--- src/rtl/ham_15_11_decoder_pipe.sv ---
`timescale 1ns/1ps
// Two-stage pipelined Hamming(15,11) single-error-correcting decoder with valid/ready flow control.
// Optional corrected-word counter is compiled in when HAM_DEC_ERR_CNT_EN is defined.
module ham_15_11_decoder_pipe (
    input  logic        clk,
    input  logic        rst_n,
    input  logic [14:0] c,
    input  logic        in_valid,
    output logic        in_ready,
    output logic [10:0] d,
    output logic [3:0]  syn,
    output logic        err,
    output logic        out_valid,
    input  logic        out_ready,
    input  logic        cnt_clr,
    output logic [15:0] err_cnt
);

    // Handshake: a word moves on any rising edge where its valid and the matching ready are both high;
    // a stage advances when it is empty or the stage after it is advancing, so in_ready is combinational.
    logic        v1_q, v1_d;
    logic [14:0] c1_q, c1_d;
    logic [3:0]  syn1_q, syn1_d;
    logic        v2_q, v2_d;
    logic [10:0] d2_q, d2_d;
    logic [3:0]  syn2_q, syn2_d;
    logic        err2_q, err2_d;

    logic        adv1, adv2;
    logic [3:0]  syn_in;
    logic [14:0] flip_mask;
    logic [14:0] cw_fix;

    always_comb begin
        adv2 = !v2_q || out_ready;
        adv1 = !v1_q || adv2;
    end

    assign in_ready = adv1;

    // Syndrome bit k collects every codeword position whose 1-based index has bit k set.
    always_comb begin
        syn_in = '0;
        for (int i = 0; i < 15; i++) begin
            for (int k = 0; k < 4; k++) begin
                if ((((i + 1) >> k) & 1) != 0) begin
                    syn_in[k] = syn_in[k] ^ c[i];
                end
            end
        end
    end

    always_comb begin
        v1_d   = v1_q;
        c1_d   = c1_q;
        syn1_d = syn1_q;
        if (adv1) begin
            v1_d = in_valid;
            if (in_valid) begin
                c1_d   = c;
                syn1_d = syn_in;
            end
        end
    end

    // A zero syndrome shifts the single 1 out entirely, so clean words pass untouched.
    always_comb begin
        flip_mask = 15'((16'd1 << syn1_q) >> 1);
        cw_fix    = c1_q ^ flip_mask;
    end

    always_comb begin
        v2_d   = v2_q;
        d2_d   = d2_q;
        syn2_d = syn2_q;
        err2_d = err2_q;
        if (adv2) begin
            v2_d = v1_q;
            if (v1_q) begin
                d2_d   = {cw_fix[14:8], cw_fix[6], cw_fix[5], cw_fix[4], cw_fix[2]};
                syn2_d = syn1_q;
                err2_d = (syn1_q != 4'd0);
            end
        end
    end

    always_ff @(posedge clk or negedge rst_n) begin
        if (!rst_n) begin
            v1_q   <= 1'b0;
            c1_q   <= '0;
            syn1_q <= '0;
            v2_q   <= 1'b0;
            d2_q   <= '0;
            syn2_q <= '0;
            err2_q <= 1'b0;
        end else begin
            v1_q   <= v1_d;
            c1_q   <= c1_d;
            syn1_q <= syn1_d;
            v2_q   <= v2_d;
            d2_q   <= d2_d;
            syn2_q <= syn2_d;
            err2_q <= err2_d;
        end
    end

    assign d         = d2_q;
    assign syn       = syn2_q;
    assign err       = err2_q;
    assign out_valid = v2_q;

`ifdef HAM_DEC_ERR_CNT_EN
    logic [15:0] err_cnt_q, err_cnt_d;

    // Clear takes priority over a same-cycle increment; the count sticks at all-ones.
    always_comb begin
        err_cnt_d = err_cnt_q;
        if (cnt_clr) begin
            err_cnt_d = '0;
        end else if (v2_q && out_ready && err2_q && (err_cnt_q != 16'hFFFF)) begin
            err_cnt_d = err_cnt_q + 16'd1;
        end
    end

    always_ff @(posedge clk or negedge rst_n) begin
        if (!rst_n) begin
            err_cnt_q <= '0;
        end else begin
            err_cnt_q <= err_cnt_d;
        end
    end

    assign err_cnt = err_cnt_q;
`else
    logic cnt_clr_unused;
    assign cnt_clr_unused = cnt_clr;
    assign err_cnt        = '0;
`endif

endmodule

--- config.mk ---
export PLATFORM = sky130hd
export DESIGN_NAME = ham_15_11_decoder_pipe
export DESIGN_NICKNAME = d
export VERILOG_FILES = /design/src/rtl/ham_15_11_decoder_pipe.sv
export SDC_FILE = /design/constraint.sdc
export NUM_CORES = 1
export LEC_CHECK = 0
export ABC_AREA = 1
export CAP_MARGIN = 10
export CORE_UTILIZATION = 52
export DETAILED_ROUTE_END_ITERATION = 10
export PLACE_DENSITY = 0.85
export SLEW_MARGIN = 30
export SYNTH_ARGS = -nofsm -noshare
export SYNTH_HDL_FRONTEND = slang
export SYNTH_SLANG_ARGS = --single-unit
--- constraint.sdc ---
create_clock -name clk -period 2.6 [get_ports clk]
set_input_delay 0.52 -clock clk [delete_from_list [all_inputs] [get_ports clk]]
set_output_delay 0.52 -clock clk [all_outputs]
set_load 0.05 [all_outputs]
Word level (Yosys, flattened, before mapping)
Index checks and enable logic that the tools add are counted.
- flip-flop bits (word level): 37
- bits in latches: 0
- memory bits (writable): 0
- memory bits (read-only): 0
- memories: 0
- add/subtract/negate cells: 0
- multiply operators: 0
- div/mod/pow operators: 0
- $lt $le $gt $ge: 0
- eq/ne operators: 0
- shift-type cells: 1
- muxes and demuxes: 0
- bitwise gates (word level): 29
- reductions and logical operators: 7
- operators by type and width (kind ; number):
    1-bit XOR ; 28
    1-bit by 4-bit << shifter with 16-bit output, first input constant ; 1
    15-bit XOR ; 1
    2-bit AND reduction ; 2
    4-bit nonzero test ; 1
    1-bit zero test ; 2
    1-bit logical OR ; 2

Logic depth before layout (Yosys ltp)
- depth in word-level cells: 7
- mapped depth: 10
- gate-level depth less buffers: 10

Worst setup path before layout
OpenSTA, ideal clock, no wires.
- path kind: register -> register
- start: reg v2_q (netlist: out_valid)
- end: reg c1_q[11]
- setup time: 0.127 ns
- data arrival time: 1.609 ns
- data required time: 2.473 ns
- setup slack: 0.865 ns
- stages on the path, launching flop included: 5
- period minus slack after synthesis: 1.735 ns
- cell sequence: dfrtp_1 > nand3_2 > nand2_4 > buf_2 > o21ai_0
- longest elaborated chain between the ends: 4
- RTL lines (what ; RTL line ; RTL):
    from (decl) ; 24 ; logic v2_q, v2_d;
    from (signal assigned) ; 100 ; v2_q <= v2_d;
    1-bit zero test ; 35 ; adv2 = !v2_q || out_ready;
    1-bit logical OR ; 35 ;
    1-bit logical OR ; 36 ; adv1 = !v1_q || adv2;
    named net in_ready ; 9 ; output logic in_ready,
    2-bit AND reduction (no line) ; n/a ;
    to (signal assigned) ; 90 ; c1_q <= '0;
    to (signal assigned) ; 98 ; c1_q <= c1_d;
    to (decl) ; 22 ; logic [14:0] c1_q, c1_d;
The timed path passes the listed nets, and every way through them passes these cells.
A chain may end at the register's enable or synchronous reset.

Worst setup path after layout
- start: reg v2_q (netlist: out_valid)
- end: out out_valid
- RTL lines (what ; RTL line ; RTL):
    to (decl) ; 13 ; output logic out_valid,
No word-level cell between the ends.

==> impl_metrics.toml <==
[status]
status = "finished clean"

[clock_tree]
cts_sinks = 33
ctsHoldBuffers = 0
insertion_delay_ns = 0.28
tritoncts = "yes"
post_cts_buffers = 0
clockBufferDepth = 2
cts_root_buf = "clkbuf_8"
cts_resized = 0
clkTransAtPathRegs_ns = 0.06
cts_buffers = 5
htreeDepth = 2

[routing]
drt-pass1-iter-count = 4
drc = 0
routed_via_density = 4.73
route.antenna.remaining_nets = 0
num_vias = 1821
wl_mm = 3.60
wire_per_inst_um = 9.36
drt_iter0_drc = 91

[layout]
nFillCells = 333
syn2layout_area_growth_pct = 20.9
fin_cells = 385
multi_input_area_um2 = 1000
drive_gt1_share_pct = 4.75
seqCellArea_um2 = 826
final_common_cell = "nand2_1"
final_cell_area_um2 = 2460
nets = 356
layout_common_cells = "nand2_1 (141), clkdlybuf4s50_1 (35), dfrtp_1 (33), inv_1 (23)"
n_antenna_cell = 0

[flow_run]
drv_cap = 0

[setup_path]
crit_family = "buffers and inverters"
slowest_stage = "clkdlybuf4s50_1"
worst-path-buf-inv = 1
r2r_slack_ns = 1.33
critPathArrivalTime_ns = 1.47
crit_required_ns = 2.08
crit_path_start_kind = "register"
worstSetupEndpointType = "output port"
cpPeakStageDelay_ns = 0.81
critical_path_class = "reg2out"
crit_fanout = 3
crit_path_cell_trace = "clkdlybuf4s50_1"

[synth]
yosysWarnings = 0
synth.distinct_cells = 21
netlist.area_leader.share_pct = 40.6
ys_ff_latch = 33
synth-seq-area-share_pct = 40.6
syn_inst = 297
syn_avg_cell_area_um2 = 6.84
synth_area_leaders = "dfrtp_1 (41%), nand2_1 (26%), buf_4 (5.9%)"
synth_area_um2 = 2030
yosysTopAreaCell = "dfrtp_1"

[die]
coreArea_um2 = 3720
std_cell_rows = 22
start_util_pct = 54.7
dieArea_um2 = 4160
die_y_um = 64.5
ios = 54
die_w_um = 64.5

[place]
io_buffers = 36
dp_cells = 377
place_area_um2 = 2380
hpwl_mm = 2.82
gp_congestion = 0.818

[timing]
period_minus_slack_ns = 1.99
rsz0062_at_grt = "no"
period_share_pct = 76.7
whs_ns = 0.485
max_freq_mhz = 502
finClkSkew_ns = 0.00435
setup_viol = 0
setup_tns_ns = 0
slew_violations = 0
finalHoldViolCount = 0

[pwr]
power_density_nw_per_um2 = 809
irDropWorstVdd_uv = 248
p_leak_nw = 1.31

[global_routing]
grt_pass1_vias = 1576
antenna_found_initial = 0
grt_pass1_wl_mm = 6.69
track_usage_pct = 21.0
grt_max_degree = 34
gr-total-overflow = 0

[worst_hold_path]
min_path_type = "reg2reg"
-- metrics by stage --
stage	util (%)	power, mW	worst slack [ns]
floorplan	-	1.38	0.865
global placement	63.9	1.63	0.750
detailed placement	63.9	1.65	0.748
CTS	66.1	2.00	0.586
global route	66.1	2.12	0.549
finish	66.1	1.99	0.606
-- power breakdown --
group          internal (mW)  switching (mW)
Sequential             0.643          0.0776
Combinational          0.289           0.627
Clock                  0.189           0.161
-- Yosys cell counts --
cell	n
o21ai_1	16
nand3_1	16
buf_4	16
nor2_2	1
inv_1	23
clkinv_1	1
inv_12	1
nand4_1	1
dfrtp_1	33
nand2_1	141
nand2_4	1
conb_1	1
a21oi_1	1
xor2_1	11
nor2_1	10
buf_2	5
inv_2	3
o21ai_0	13
nand2_2	1
nor4_1	1
nand3_2	1
-- registers in the layout, summed over array words and instances (netlist names) --
signal	cells
c1_q	11
syn	4
v1_q	1
err	1
d	11
syn1_q	4
out_valid	1
-- per-layer routing --
metal | up-vias | GRT usage [%] | wire length [µm]
li1 | 970 | - | -
met1 | 798 | 27.3 | 1770
met2 | 46 | 32.2 | 1590
met3 | 7 | 5.63 | 168
met4 | 0 | 10.6 | 79
met5 | - | 0 | 0
-- layout make-up --
cell class	instances	area share [%]
multi-input combinational	230	40.7
tap	48	2.45
inverter	28	4.79
sequential	33	33.6
clock buffer	8	3.26
timing repair buffer	38	15.2
-- final timing paths --
path                                 from        end  cells past startpoint
max in group asynchronous           rst_n  syn1_q[3]                      2
worst max-delay path            out_valid  out_valid                      1
worst min-delay path               syn[3]     syn[3]                      2
min in group asynchronous           rst_n       v1_q                      2
worst max register to register  out_valid  syn1_q[2]                      7
worst min register to register     syn[3]     syn[3]                      2
-- cell families after synthesis --
| logic type | count (synthesis) | synth area share (%) |
|---|---|---|
| other | 1 | 0.185 |
| and+or+nand+nor | 173 | 34.1 |
| DFF | 33 | 40.6 |
| xor gates and xnor gates | 11 | 4.74 |
| AOI/OAI and AO/OA | 30 | 7.39 |
| buffers and inverters | 49 | 12.9 |
(Power assumes the default switching activity.)
